File: config.mk
export PLATFORM = sky130hd
export DESIGN_NAME = led_fade_pwm_flat
export DESIGN_NICKNAME = d
export VERILOG_FILES = /design/src/rtl/led_fade_pwm_if.sv /design/src/rtl/led_fade_pwm.sv /design/src/flat_wrapper.sv
export SDC_FILE = /design/constraint.sdc
export NUM_CORES = 1
export LEC_CHECK = 0
export CAP_MARGIN = 20
export CORE_UTILIZATION = 55
export DETAILED_ROUTE_END_ITERATION = 8
export DONT_BUFFER_PORTS = 1
export PLACE_DENSITY = 0.7
export SLEW_MARGIN = 20
export SYNTH_ARGS = -nofsm -noshare
export SYNTH_HDL_FRONTEND = slang
export SYNTH_SLANG_ARGS = --single-unit
File: constraint.sdc
create_clock -name clk_50mhz -period 5.65 [get_ports clk_50mhz]
set_clock_uncertainty 0.15 [all_clocks]
set_input_delay 0.8475 -clock clk_50mhz [delete_from_list [all_inputs] [get_ports clk_50mhz]]
set_output_delay 0.8475 -clock clk_50mhz [all_outputs]
set_load 0.02 [all_outputs]
File: src/rtl/led_fade_pwm_if.sv
// LED fade stage bus: on/off pattern and fade control in, PWM drive and busy flag out.
interface led_fade_pwm_if #(
    parameter int N_LED = 4
);
    logic [N_LED-1:0] led_in;
    logic             fade_en;
    logic [N_LED-1:0] led_out;
    logic             busy;

    // Pattern source (blinker side / bench)
    modport master (
        output led_in,
        output fade_en,
        input  led_out,
        input  busy
    );

    // Fade/PWM stage
    modport slave (
        input  led_in,
        input  fade_en,
        output led_out,
        output busy
    );
endinterface

File: src/rtl/led_fade_pwm.sv
// led_fade_pwm: per-channel brightness ramp plus PWM dimmer between the blinker
// pattern and the LED pads. Each channel walks its duty one step per prescaler
// tick toward full-on or full-off; fade_en low makes duty follow the target directly.
module led_fade_pwm #(
    parameter int N_LED    = 4,
    parameter int PWM_BITS = 8,
    parameter int STEP_DIV = 19531
) (
    input  logic          clk_50mhz,
    input  logic          rst,
    led_fade_pwm_if.slave bus
);
    localparam int MAX_DUTY_INT = (1 << PWM_BITS) - 1;
    localparam logic [PWM_BITS-1:0] MAX_DUTY = PWM_BITS'(MAX_DUTY_INT);
    localparam logic [PWM_BITS-1:0] PWM_LAST = PWM_BITS'(MAX_DUTY_INT - 1);

    // A divider of 1 still needs a 1-bit counter that simply stays at 0.
    localparam int SW = (STEP_DIV > 1) ? $clog2(STEP_DIV) : 1;
    localparam logic [SW-1:0] STEP_LAST = SW'(STEP_DIV - 1);

    // Implicit per-channel ramp direction, derived from duty vs target.
    typedef enum logic [1:0] {
        STEADY  = 2'd0,
        RISING  = 2'd1,
        FALLING = 2'd2
    } ch_dir_t;

    logic [N_LED-1:0]    led_in_q_reg;
    logic [SW-1:0]       step_cnt_reg;
    logic                tick;
    logic [PWM_BITS-1:0] pwm_cnt_reg;
    logic [N_LED-1:0]    pwm_on;
    logic [N_LED-1:0]    led_out_reg;
    logic [N_LED-1:0]    ch_busy;

    // Register the incoming pattern once; all targets derive from this copy.
    always_ff @(posedge clk_50mhz or posedge rst) begin
        if (rst) begin
            led_in_q_reg <= '0;
        end else begin
            led_in_q_reg <= bus.led_in;
        end
    end

    assign tick = (step_cnt_reg == STEP_LAST);

    // Fade-step prescaler: counts 0..STEP_DIV-1, tick marks the last count.
    always_ff @(posedge clk_50mhz or posedge rst) begin
        if (rst) begin
            step_cnt_reg <= '0;
        end else if (tick) begin
            step_cnt_reg <= '0;
        end else begin
            step_cnt_reg <= step_cnt_reg + SW'(1);
        end
    end

    // PWM period counter: 0..MAX_DUTY-1 so duty MAX_DUTY is solidly on.
    always_ff @(posedge clk_50mhz or posedge rst) begin
        if (rst) begin
            pwm_cnt_reg <= '0;
        end else if (pwm_cnt_reg == PWM_LAST) begin
            pwm_cnt_reg <= '0;
        end else begin
            pwm_cnt_reg <= pwm_cnt_reg + PWM_BITS'(1);
        end
    end

    generate
        for (genvar gi = 0; gi < N_LED; gi++) begin : g_ch
            logic [PWM_BITS-1:0] target;
            logic [PWM_BITS-1:0] duty_reg;
            logic [PWM_BITS-1:0] duty_next;
            ch_dir_t             dir;

            assign target = led_in_q_reg[gi] ? MAX_DUTY : '0;

            // Direction of travel; a reversal simply flips this on the next compare.
            always_comb begin
                dir = STEADY;
                if (duty_reg < target) begin
                    dir = RISING;
                end else if (duty_reg > target) begin
                    dir = FALLING;
                end
            end

            // Next duty: snap when fading is off, else one step per tick toward target.
            always_comb begin
                duty_next = duty_reg;
                if (!bus.fade_en) begin
                    duty_next = target;
                end else if (tick) begin
                    case (dir)
                        RISING:  duty_next = duty_reg + PWM_BITS'(1);
                        FALLING: duty_next = duty_reg - PWM_BITS'(1);
                        default: duty_next = duty_reg;
                    endcase
                end
            end

            // Duty register; never leaves 0..MAX_DUTY since it only moves toward an endpoint.
            always_ff @(posedge clk_50mhz or posedge rst) begin
                if (rst) begin
                    duty_reg <= '0;
                end else begin
                    duty_reg <= duty_next;
                end
            end

            assign pwm_on[gi]  = (pwm_cnt_reg < duty_reg);
            assign ch_busy[gi] = (dir != STEADY);
        end
    endgenerate

    // Registered LED drive, one cycle behind duty and pwm_cnt.
    always_ff @(posedge clk_50mhz or posedge rst) begin
        if (rst) begin
            led_out_reg <= '0;
        end else begin
            led_out_reg <= pwm_on;
        end
    end

    assign bus.led_out = led_out_reg;
    assign bus.busy    = |ch_busy;

endmodule
File: src/flat_wrapper.sv
// flat-port wrapper written by rule: the top's interface ports become plain ports
module led_fade_pwm_flat 
#(
    parameter int N_LED    = 4,
    parameter int PWM_BITS = 8,
    parameter int STEP_DIV = 19531
)
  (clk_50mhz, rst, bus_led_in, bus_fade_en, bus_led_out, bus_busy);
  led_fade_pwm_if #(.N_LED(N_LED)) bus_i ();
  input  logic clk_50mhz;
  input  logic rst;
  input wire logic [$bits(bus_i.led_in)-1:0] bus_led_in;
  input wire logic [$bits(bus_i.fade_en)-1:0] bus_fade_en;
  output wire logic [$bits(bus_i.led_out)-1:0] bus_led_out;
  output wire logic [$bits(bus_i.busy)-1:0] bus_busy;
  assign bus_i.led_in = bus_led_in;
  assign bus_i.fade_en = bus_fade_en;
  assign bus_led_out = bus_i.led_out;
  assign bus_busy = bus_i.busy;
  led_fade_pwm #(.N_LED(N_LED), .PWM_BITS(PWM_BITS), .STEP_DIV(STEP_DIV)) u_core (.clk_50mhz(clk_50mhz), .rst(rst), .bus(bus_i));
endmodule
---- Yosys cells after proc, flatten, opt, wreduce, memory -nomap -nowiden ----
Cells that the tools add are included.
word-level totals
  register bits ........................... 63
  bits of input ports ..................... 7
  output and inout bits ................... 5
  logic and storage cells ................. 80
operators by class
  add/subtract/negate cells ............... 10
  $lt $le $gt $ge ......................... 12
  equal/unequal tests ..................... 15
  multiplexer cells ....................... 26
  reductions and logical operators ........ 9
operators with widths
  cell                     count
  $mux W8                  13
  $lt A8 B8 Y1             8
  $pmux W8 S2              4
  $add A8 B1 Y8 const B    5
  $gt A8 B8 Y1             4
  $sub A8 B1 Y8 const B    4
  $mux W2                  8
  $add A15 B1 Y15 const B  1
  $eq A15 B15 Y1 const B   1
  $mux W15                 1
  $ne A3 B1 Y1 const B     4
  $eq A2 B1 Y1 const B     4
  $eq A2 B2 Y1 const B     4
  $eq A8 B8 Y1 const B     1
  $reduce_and A2 Y1        4
  $reduce_bool A2 Y1       4
  $reduce_or A4 Y1         1
  $ne A2 B1 Y1 const B     1

---- Depth between registers and ports, before layout ----
Gate-level depths: netlist of the first run.
  depth in word-level cells ............... 8
  depth in mapped cells ................... 15
  mapped depth without buffers ............ 15

---- Least setup slack after synthesis of the first run ----
No wires, ideal clock.
  path kind ............................... reg2reg
  from .................................... register u_core.led_in_q_reg[0]
  to ...................................... register u_core.g_ch[0].duty_reg[7]
  library setup time ...................... 127 ps
  arrival time ............................ 3111 ps
  data required time ...................... 5373 ps
  slack ................................... 2262 ps
  stages on the path, launching flop included .. 15
  buffers on the path ..................... 0
  period minus slack after synthesis ...... 3388 ps
  path through ............................ dfrtp_1 -> inv_1 -> ha_1 -> nor2b_1 -> o211ai_1 -> nand2_1 -> a31oi_1 -> inv_1 -> ha_1 -> a21oi_1 -> o211ai_1 -> o41ai_1 -> xnor2_1 -> mux2i_1 -> a311o_2
between the ends
  word-level cells in the longest chain between the ends .. 8
  elaborated cells on any way between the ends .. 12
  those cells by class .................... 2 x order compare; 3 x eq/ne; 6 x mux; 1 x reduce/logical
ends and longest elaborated chain
  element                                       RTL line             text
  from (decl)                                   led_fade_pwm.sv:28   logic [N_LED-1:0] led_in_q_reg;
  from (signal assigned)                        led_fade_pwm.sv:41   led_in_q_reg <= bus.led_in;
  $mux W8 *                                     led_fade_pwm.sv:76   assign target = led_in_q_reg[gi] ? MAX_DUTY : '0;
  $gt A8 B8 Y1                                  led_fade_pwm.sv:83   end else if (duty_reg > target) begin
  $mux W2                                       led_fade_pwm.sv:83
  $mux W2                                       led_fade_pwm.sv:81   if (duty_reg < target) begin
  $eq A2 B2 Y1 or $eq A2 B1 Y1 (tied branches)  led_fade_pwm.sv:94   case (dir)
  $pmux W8 S2                                   led_fade_pwm.sv:94
  $mux W8                                       led_fade_pwm.sv:93   end else if (tick) begin
  $mux W8                                       led_fade_pwm.sv:91   if (!bus.fade_en) begin
  to (signal assigned)                          led_fade_pwm.sv:107  duty_reg <= duty_next;
  to (decl)                                     led_fade_pwm.sv:72   logic [PWM_BITS-1:0] duty_reg;
Mark *: on every way between the ends. The rest lies on a longest branch, timed or not. The select of a mux whose other input is x is not followed.
A chain may end at the register's enable or synchronous reset.

---- Final worst setup path of the first run ----
Ends and elaborated chain as after synthesis.

==> results by group, run 1 <==
Worst setup path
  • Slowest CP cell: dfrtp_1
  • Worst setup path category: reg -> reg
  • Crit path buf inv count: 2
  • Crit path required time: 5.74 ns
  • Worst path arrival time: 3.82 ns
  • Critical-path cell list: inv_1 -> ha_1 -> nor2b_1 -> o211ai_1 -> nand2_1 -> a31oi_1 -> inv_1 -> ha_1 -> a21oi_1 -> o211ai_1 -> o41ai_1 -> xnor2_1 -> mux2i_1 -> a311o_2
  • Worst Setup End Kind: register
  • CP delay by family, top: compound AO/OA/AOI/OAI gates
  • Worst Path Max Fanout: 8
  • Critical Path Max Stage Delay: 0.39 ns
  • CP Launch Type: register

Timing
  • Max-slew violations: 0
  • Worst Tran Pin Value: 0.8430 ns
  • Final Setup Violations: 0
  • Crit share post-route: 0.6600
  • Hold Vio Cnt, Final: 0
  • Sum Neg Setup Slack: 0 ns
  • Worst setup margin: 1.921 ns
  • RSZ-0062 raised after global routing: false
  • Worst slew margin: 0.4360
  • Fin crit period: 3.729 ns
  • FMAX: 0.2682 GHz

Placed design
  • Place WS: 1.898 ns
  • HPWL after DPL: 8.076 mm
  • Gpl congestion: 0.8374
  • IO Port Bufs: 0
  • Post-DP Area: 0.005190 mm^2

GRT
  • Largest net degree at the start of global routing: 64
  • First-pass GRT wire length: 18.38 mm
  • GRT Overall Usage: 0.2383
  • Initial antenna violation count: 0
  • Vias in the first global route: 3943
  • Grt total ovfl: 0

Cells and area
  • Share of cells above drive strength 1: 0.05310
  • Commonest non-fill, non-tap cells in the layout: ha_1, dfrtp_1, nor2_1, inv_1, a21oi_1
  • Antenna fix cells: 0
  • Commonest non-fill, non-tap cell in the layout: ha_1
  • Design Area, Final: 0.005418 mm^2
  • Nets: 659
  • Number of flip-flops in the largest register: 32
  • P&R area growth vs syn: 6.519%

Synth
  • Synth Area per Inst: 9.181 um^2
  • Synth Flop Type: dfrtp_1
  • Largest family of logic cells by synthesized area: adder cells
  • Net Count, Synth: 653
  • Yosys warning count: 0
  • Post-Synth Simple-Gate Area: 0.1491
  • Largest area contributor in the netlist: dfrtp_1
  • Largest cells by area after synthesis: dfrtp_1, ha_1, xnor2_1, a21oi_1, inv_1
  • Synth Area in XOR/XNOR: 0.07232
  • Mapped Cells: 554
  • Sequential share of the synthesized area: 0.3100
  • Synth top area share: 0.3100
  • Cell Area, Synth: 0.005086 mm^2
  • Synth Area in Adders: 0.2322
  • Synthesis-stage register bit count: 63
  • Synth Area in Compound Gates: 0.1754
  • Synth unique cells: 52
  • Number of synthesized flops with an enable pin: 0
  • Asr flop ratio synth: 1.000
  • Post-synthesis mux area share: 0.01205

Power
  • Gate power share: 0.481
  • Clock power share: 0.230
  • Pwr/cell area: 365.2 mW/mm^2
  • VDD IR-drop max: 0.1983 mV
  • Sequential share of power: 0.289
  • Leak: 0.002642 uW
  • Power Total: 1979 uW
  • Net Switching: 789.6 uW
  • Int Pwr: 1189 uW
  • Switching portion of total power: 0.3991

Floorplanning
  • Chip width: 98.17 um
  • Row cnt: 34
  • Initial core utilization: 0.5748
  • # IOs: 12
  • Core Area: 0.008848 mm^2
  • Die height: 98.17 um
  • Die Footprint: 0.009636 mm^2

Drt
  • Final wirelength: 10.53 mm
  • DRC viols: 0
  • Wire per inst: 15.64 um
  • DR pass1 iterations: 6
  • Via count: 3989
  • Number of DRC markers in iteration 0: 166
  • Detail Route Antenna Nets: 0
  • Vias per cell: 5.927

Clock network
  • Num CTS Buffers: 9
  • Max Root-Sink Buffers: 2
  • CTS Root Cell: clkbuf_8
  • Post-CTS Resized: 0
  • Clk sinks: 63
  • Clock latency on the worst-skew pair: 0.36 ns
  • CTS tree: done
  • CTS clk-pin slew, worst paths: 0.08 ns
  • Depth of the CTS H-tree: 3
  • CTS Hold Bufs: 0
  • Post-CTS Setup Bufs: 0

Run
  • Max Cap Violations: 0

Run status
  • Status: completed

Min path
  • Tightest Hold Check Type: reg -> reg
## final timing paths
path                                              from                         end  slack (ns)  depth (start not counted)
worst max-delay path            u_core.led_in_q_reg[0]  u_core.g_ch[0].duty_reg[7]        1.92                         14
worst min-delay path             u_core.pwm_cnt_reg[0]       u_core.pwm_cnt_reg[0]        0.35                          1
worst max register to register  u_core.led_in_q_reg[0]  u_core.g_ch[0].duty_reg[7]        1.92                         14
worst min register to register   u_core.pwm_cnt_reg[0]       u_core.pwm_cnt_reg[0]        0.35                          1
max in group asynchronous                          rst  u_core.g_ch[2].duty_reg[1]        4.37                          2
min in group asynchronous                          rst      u_core.step_cnt_reg[5]        0.44                          2
## layout make-up
type                            instances  area, um^2
Clock buffer                            9       123.9
Tap cell                              108       135.1
Inverter                               56       210.2
Sequential cell                        63        1577
Timing Repair Buffer                    1       7.507
Clock inverter                          7       103.9
Multi-Input combinational cell        429        3261
Fill cell                             758        3431
## Yosys cell counts, drive strengths merged (5+ instances only)
master,number
a211oi,7
a21boi,5
a21oi,45
a221o,10
a31oi,6
and3,5
dfrtp,63
ha,88
inv,56
mux2i,5
nand2,31
nand3,24
nand4,9
nor2,57
nor2b,5
nor3,7
o211a,5
o211ai,8
o21a,8
o21ai,25
o21bai,5
xnor2,26
xor2,16
## cell families (layout without fill, tap and decap cells)
group | after synthesis | count (layout)
buffers and inverters | 62 | 73
flip-flops | 63 | 63
adder cells (fa/ha/maj) | 92 | 92
multiplexers | 6 | 6
AND/OR/NAND/NOR | 154 | 154
XOR/XNOR | 42 | 42
AO/OA/AOI/OAI | 135 | 135
## per-layer routing
metal	up-vias	track usage	routed length [um]
met5	-	0	0
met3	15	0.03865	326
li1	1993	-	-
met4	0	0.07233	129
met2	61	0.4041	5048
met1	1920	0.3131	5021
## stage by stage
stage / instances / util / hold slack (ns)
6_report: 673 / 0.6123 / 0.3545
3_3_place_gp: 657 / 0.5865 / 0.3213
4_1_cts: 673 / 0.6123 / 0.3465
3_5_place_dp: 657 / 0.5865 / 0.3357
5_1_grt: 673 / 0.6123 / 0.3523
2_1_floorplan: 554 / - / 0.3036
## power groups by stage
stage               sequential (uW)  combinational [uW]  clock (uW)
floorplan                       556                 791           0
global placement                578                 911           0
detailed placement              580                 949           0
CTS                             571                 958         465
global route                    579                1090         482
finish                          571                 952         455
No activity file was read; power rests on OpenSTA's default activity.
==> inputs of run 2 (changes only) <==
- clock period: 5.65 -> 3.7 ns (I/O delays scaled with it)
==> run 2 against run 1 <==
Net effect:
- total power is 52% higher
- first-iteration DRC count is 11% lower
- worst hold slack worse by 0.28 ns
- utilization is 0.64 points higher
- sequential share of layout area is 0.30 points lower
- sequential power is 53% higher
- clock power is 30% higher
- critical path depth stayed put
- final cell count is 0.89% higher
- fmax is 6.4% higher
- sequential cell count stayed put
- largest cell class unchanged
==> results by group, run 2 (same netlist as run 1, synthesis figures left out) <==
Run status
  • Status: completed

Floorplanning
  • Die height: 98.17 um (unchanged)
  • Row cnt: 34 (unchanged)
  • Chip width: 98.17 um (unchanged)
  • Die Footprint: 0.009636 mm^2 (unchanged)
  • Core Area: 0.008848 mm^2 (unchanged)
  • Initial core utilization: 0.5748 (unchanged)
  • # IOs: 12 (unchanged)

Clock network
  • Num CTS Buffers: 9 (unchanged)
  • CTS tree: done
  • Depth of the CTS H-tree: 3 (unchanged)
  • CTS Root Cell: clkbuf_8
  • Clock latency on the worst-skew pair: 0.35 ns (about the same)
  • Clk sinks: 63 (unchanged)
  • Max Root-Sink Buffers: 2 (unchanged)
  • CTS clk-pin slew, worst paths: 0.07 ns (about the same)

Power
  • Sequential share of power: 0.290 (about the same)
  • Leak: 0.002664 uW (+0.81%)
  • Net Switching: 1208 uW (+53%)
  • Int Pwr: 1799 uW (+51%)
  • Clock power share: 0.196 (-0.034)
  • Switching portion of total power: 0.4017 (+0.002646)
  • Gate power share: 0.514 (+0.033)
  • Power Total: 3007 uW (+52%)
  • Pwr/cell area: 549.3 mW/mm^2 (+50%)
  • VDD IR-drop max: 0.2593 mV (+31%)

Worst setup path
  • Worst path arrival time: 3.61 ns (-0.21 ns)
  • Worst setup path category: reg -> reg
  • CP delay by family, top: compound AO/OA/AOI/OAI gates
  • Reg2Reg Setup Slack: 0.20 ns (-1.73 ns)
  • Critical Path Max Stage Delay: 0.45 ns (+0.06 ns)
  • Slowest CP cell: dfrtp_1
  • Worst Setup End Kind: register
  • Crit path buf inv count: 2 (unchanged)
  • Critical-path cell list: inv_1 -> ha_1 -> nand4_1 -> or2_2 -> a31oi_2 -> inv_2 -> ha_1 -> a21oi_2 -> o2111ai_2 -> a21o_1 -> a21oi_1 -> xnor2_1 -> mux2_2 -> o211ai_1
  • CP Launch Type: register
  • CP dominant cell by count: ha_1
  • Crit path required time: 3.81 ns (-1.93 ns)
  • Worst Path Max Fanout: 7 (-1)

Drt
  • Detail Route Antenna Nets: 0 (unchanged)
  • Final wirelength: 10.62 mm (+0.90%)
  • DR pass1 iterations: 6 (unchanged)
  • Number of DRC markers in iteration 0: 148 (-11%)
  • Wire per inst: 15.64 um (about the same)
  • DRC viols: 0 (unchanged)
  • Via count: 4006 (+0.43%)
  • Vias per cell: 5.900 (-0.46%)

Placed design
  • Gpl congestion: 0.8492 (+1.4%)
  • Place WS: 0.06479 ns (-1.833 ns)
  • HPWL after DPL: 8.110 mm (+0.42%)
  • IO Port Bufs: 0 (unchanged)
  • Post-DP Area: 0.005235 mm^2 (+0.87%)

Cells and area
  • Nets: 665 (+0.91%)
  • Commonest non-fill, non-tap cell in the layout: ha_1
  • # fillers: 774 (+2.1%)
  • P&R area growth vs syn: 7.626%
  • Number of flip-flops in the largest register: 32 (unchanged)
  • Antenna fix cells: 0 (unchanged)
  • Commonest non-fill, non-tap cells in the layout: ha_1, dfrtp_1, nor2_1, inv_1, a21oi_1
  • Design Area, Final: 0.005474 mm^2 (+1.0%)
  • Share of cells above drive strength 1: 0.08581 (+0.03272)

Timing
  • Final Setup Violations: 0 (unchanged)
  • FMAX: 0.2854 GHz (+6.4%)
  • Fin crit period: 3.504 ns (-0.2248 ns)
  • Max-slew violations: 0 (unchanged)
  • Sum Neg Setup Slack: 0 ns (unchanged)
  • Worst setup margin: 0.1959 ns (-1.725 ns)
  • Crit share post-route: 0.9471 (+0.2871)
  • Worst Tran Pin Value: 0.8909 ns (+0.04790 ns)
  • RSZ-0062 raised after global routing: false
  • Worst slew margin: 0.4039 (-0.03205)
  • Hold Vio Cnt, Final: 0 (unchanged)

GRT
  • Initial antenna violation count: 0 (unchanged)
  • First-pass GRT wire length: 18.53 mm (+0.83%)
  • GRT Overall Usage: 0.2390 (+0.0006892)
  • Largest net degree at the start of global routing: 51 (-20%)
  • Vias in the first global route: 3943 (unchanged)
  • Grt total ovfl: 0 (unchanged)

Run
  • Max Cap Violations: 0 (unchanged)

Min path
  • Tightest Hold Check Type: in -> async
run 2: final timing paths:
kind / cells past startpoint / end / startpoint
worst max-delay path: 14 / u_core.g_ch[1].duty_reg[7] / u_core.g_ch[1].duty_reg[0]
worst min-delay path: 1 / u_core.step_cnt_reg[3] / rst
worst max register to register: 14 / u_core.g_ch[1].duty_reg[7] / u_core.g_ch[1].duty_reg[0]
worst min register to register: 1 / u_core.pwm_cnt_reg[0] / u_core.pwm_cnt_reg[0]
max in group asynchronous: 2 / u_core.g_ch[2].duty_reg[1] / rst
min in group clk_50mhz: 0 / u_core.led_in_q_reg[0] / bus_led_in[0]
run 2: routing by layer:
metal	routed length, um	track usage	up-vias
met2	4894	0.3976	68
met4	224	0.07233	0
met1	5094	0.3120	1912
met5	0	0	-
met3	409	0.05225	24
li1	-	-	2002
run 2: layout make-up:
type	count	area, um^2	share of cell area
multi-input cells	429	3303	0.6034
flip-flops and latches	63	1577	0.2880
inverters	56	211.5	0.03863
clock buffers	14	182.7	0.03337
well taps	108	135.1	0.02469
repair buffers	7	52.55	0.009600
clock inverters	2	12.51	0.002286
run 2: metrics by stage:
stage	std cells	hold slack, ns	utilization
floorplan	554	0.3036	-
global placement	663	0.3232	0.5916
detailed placement	663	0.3283	0.5916
CTS	679	0.06242	0.6137
global route	679	0.05626	0.6186
finish	679	0.07020	0.6186
run 2: worst register-to-register path, cell delays in order, from the launching register on:
cell and delay, ns:
dfrtp_1 0.45, inv_1 0.12, ha_1 0.30, nand4_1 0.11
or2_2 0.31, a31oi_2 0.22, inv_2 0.12, ha_1 0.32
a21oi_2 0.18, o2111ai_2 0.18, a21o_1 0.21, a21oi_1 0.17
xnor2_1 0.15, mux2_2 0.35, o211ai_1 0.09
run 2: timing repair:
item / 4_1_cts / 5_1_grt
hold endpoints to repair: 0 / 0
gates resized for setup: 0 / 14
hold buffers: 0 / 0
setup buffers: 0 / 0
setup endpoints to repair: 0 / 5
run 2: power by group through the flow:
stage	clock, uW	combinational (uW)	sequential (uW)
floorplan	0	1210	849
global placement	0	1420	882
detailed placement	0	1480	884
CTS	598	1490	871
global route	626	1740	882
finish	590	1540	872
==> inputs of run 3 (changes only) <==
- clock period: 3.7 -> 3.77 ns (I/O delays scaled with it)
==> run 3 against run 2 <==
Net effect:
- first-iteration DRC count shrank 4.7%
- final cell count decreased by 0.59%
- combinational power down 5%
- critical path type unchanged
- global-route usage barely moved
- largest cell class unchanged
- sequential cell count unchanged
- die area stayed put
==> results by group, run 3 (same netlist as run 1, synthesis figures left out) <==
Drt
  • Top sig layer: met4
  • Number of DRC markers in iteration 0: 141 (-4.7%)
  • Final wirelength: 10.61 mm (-0.11%)
  • Detail Route Antenna Nets: 0 (unchanged)
  • Vias per cell: 5.923 (+0.39%)
  • Wire length on met1: 4.987 mm (-2.1%)
  • DRC viols: 0 (unchanged)
  • DR pass1 iterations: 6 (unchanged)
  • Met3 routed wirelength: 390 um (-4.6%)
  • Wire per inst: 15.72 um (+0.48%)
  • WL met2: 5.016 mm (+2.5%)
  • Via count: 3998 (-0.20%)

Worst setup path
  • Worst Path Max Fanout: 8 (+1)
  • CP Launch Type: register
  • Worst path arrival time: 3.57 ns (-0.04 ns)
  • Crit path required time: 3.88 ns (+0.07 ns)
  • Worst setup path category: reg -> reg
  • Reg2Reg Setup Slack: 0.31 ns (+0.11 ns)
  • CP delay by family, top: compound AO/OA/AOI/OAI gates
  • Worst Reg-to-Reg Cells: 14 (unchanged)
  • Crit path buf inv count: 2 (unchanged)
  • Critical-path cell list: inv_2 -> ha_1 -> nand4_1 -> or2_2 -> a31oi_2 -> inv_2 -> ha_1 -> a21oi_1 -> o2111ai_1 -> a21o_1 -> a21oi_1 -> xnor2_1 -> mux2_2 -> o211ai_1
  • Critical Path Max Stage Delay: 0.38 ns (-0.07 ns)
  • Worst Setup End Kind: register
  • Reg2reg end: u_core.g_ch[1].duty_reg[7]
  • Slowest CP cell: dfrtp_1
  • Reg2reg start: u_core.led_in_q_reg[1]

Cells and area
  • Non-Filler Instances: 675 (-0.59%)
  • Commonest non-fill, non-tap cells in the layout: ha_1, dfrtp_1, nor2_1, inv_1, a21oi_1
  • # fillers: 770 (-0.52%)
  • Commonest non-fill, non-tap cell in the layout: ha_1
  • Final Util: 0.6168 (-0.001838)
  • Share of cells above drive strength 1: 0.06526 (-0.02056)
  • Sequential standard cell area: 0.001577 mm^2 (unchanged)
  • Antenna fix cells: 0 (unchanged)
  • Multi-input gate area: 0.003276 mm^2 (-0.83%)
  • P&R area growth vs syn: 7.306%
  • Number of flip-flops in the largest register: 32 (unchanged)
  • Design Area, Final: 0.005458 mm^2 (-0.30%)
  • Nets: 662 (-0.45%)

Timing
  • Final Setup Violations: 0 (unchanged)
  • FMAX: 0.2887 GHz (+1.2%)
  • Fin crit period: 3.464 ns (-0.04038 ns)
  • Sum Neg Setup Slack: 0 ns (unchanged)
  • Crit share post-route: 0.9188 (-0.02830)
  • Max-slew violations: 0 (unchanged)
  • RSZ-0062 raised after global routing: false
  • Worst slew margin: 0.3778 (-0.02612)
  • Worst setup margin: 0.3063 ns (+0.1104 ns)
  • Worst Tran Pin Value: 0.9299 ns (+0.03903 ns)
  • Hold Vio Cnt, Final: 0 (unchanged)

GRT
  • Grt total ovfl: 0 (unchanged)
  • First-pass GRT wire length: 18.43 mm (-0.56%)
  • Largest net degree at the start of global routing: 34 (-33%)
  • Initial antenna violation count: 0 (unchanged)
  • Vias in the first global route: 3975 (+0.81%)
  • GRT Overall Usage: 0.2385 (-0.0004986)

Floorplanning
  • Row cnt: 34 (unchanged)
  • Chip width: 98.17 um (unchanged)
  • Initial core utilization: 0.5748 (unchanged)
  • Die Footprint: 0.009636 mm^2 (unchanged)
  • Core Area: 0.008848 mm^2 (unchanged)
  • Die height: 98.17 um (unchanged)
  • # IOs: 12 (unchanged)

Clock network
  • Max Root-Sink Buffers: 2 (unchanged)
  • Num CTS Buffers: 9 (unchanged)
  • CTS tree: done
  • Depth of the CTS H-tree: 3 (unchanged)
  • Clk sinks: 63 (unchanged)
  • CTS Root Cell: clkbuf_8
  • Clock latency on the worst-skew pair: 0.34 ns (about the same)
  • CTS clk-pin slew, worst paths: 0.07 ns (about the same)

Power
  • VDD IR-drop max: 0.3249 mV (+25%)
  • Leak: 0.002665 uW (about the same)
  • Pwr/cell area: 549.6 mW/mm^2 (about the same)

Run
  • Max Cap Violations: 0 (unchanged)

Run status
  • Status: completed

Placed design
  • Gpl congestion: 0.8079 (-4.9%)
  • IO Port Bufs: 0 (unchanged)
  • HPWL after DPL: 8.134 mm (+0.29%)
  • Post-DP Area: 0.005213 mm^2 (-0.43%)
  • Place WS: 0.1475 ns (+0.08275 ns)
  • Cell count after placement: 660 (-0.45%)

Min path
  • Tightest Hold Check Type: in -> async
## run 3: worst reg2reg max path, cell delays in order (launching register included)
cell       delay, ns
dfrtp_1         0.38
inv_2           0.10
ha_1            0.32
nand4_1         0.12
or2_2           0.33
a31oi_2         0.22
inv_2           0.12
ha_1            0.31
a21oi_1         0.19
o2111ai_1       0.19
a21o_1          0.21
a21oi_1         0.16
xnor2_1         0.14
mux2_2          0.35
o211ai_1        0.09
## run 3: area by class of cell
cell class	count	area share
multi-input cells	429	0.6002
flip-flops and latches	63	0.2889
inverters	56	0.03851
clock buffers	12	0.03026
well taps	108	0.02476
clock inverters	3	0.01192
repair buffers	4	0.005502
## run 3: power by group
group	leakage, uW	internal (uW)	switching (uW)
Sequential	0.000754	752	103
Clock	0.000118	422	258
Combinational	0.00179	677	787
Total	0.00267	1850	1150
## run 3: how the worst max path moves through the flow
stage                           startpoint                          to  slack, ns  cells after the start
floorplan           u_core.led_in_q_reg[0]  u_core.g_ch[0].duty_reg[7]       0.38                     14
global route        u_core.led_in_q_reg[1]  u_core.g_ch[1].duty_reg[7]       0.03                     14
detailed placement  u_core.led_in_q_reg[1]  u_core.g_ch[1].duty_reg[7]       0.15                     15
global placement    u_core.led_in_q_reg[1]  u_core.g_ch[1].duty_reg[7]       0.34                     15
CTS                 u_core.led_in_q_reg[1]  u_core.g_ch[1].duty_reg[7]       0.13                     15
finish              u_core.led_in_q_reg[1]  u_core.g_ch[1].duty_reg[7]       0.31                     14
## run 3: metal layers
layer  up-vias  track usage
li1       1996            -
met1      1915       0.3137
met2        69       0.4030
met3        18      0.03508
met4         0      0.08037
met5         -            0
## run 3: timing repair
action | in CTS | in global routing
resized for setup | 0 | 5
setup endpoints to repair | 0 | 4
setup buffers | 0 | 0
hold buffers | 0 | 0
hold endpoints to repair | 0 | 0
## run 3: per-stage QoR
step | hold slack, ns | power [uW]
after floorplan | 0.3036 | 2019
final | 0.05532 | 2999
after global routing | 0.07759 | 3255
after detailed placement | 0.3221 | 2297
after global placement | 0.3167 | 2243
after CTS | 0.08272 | 2986
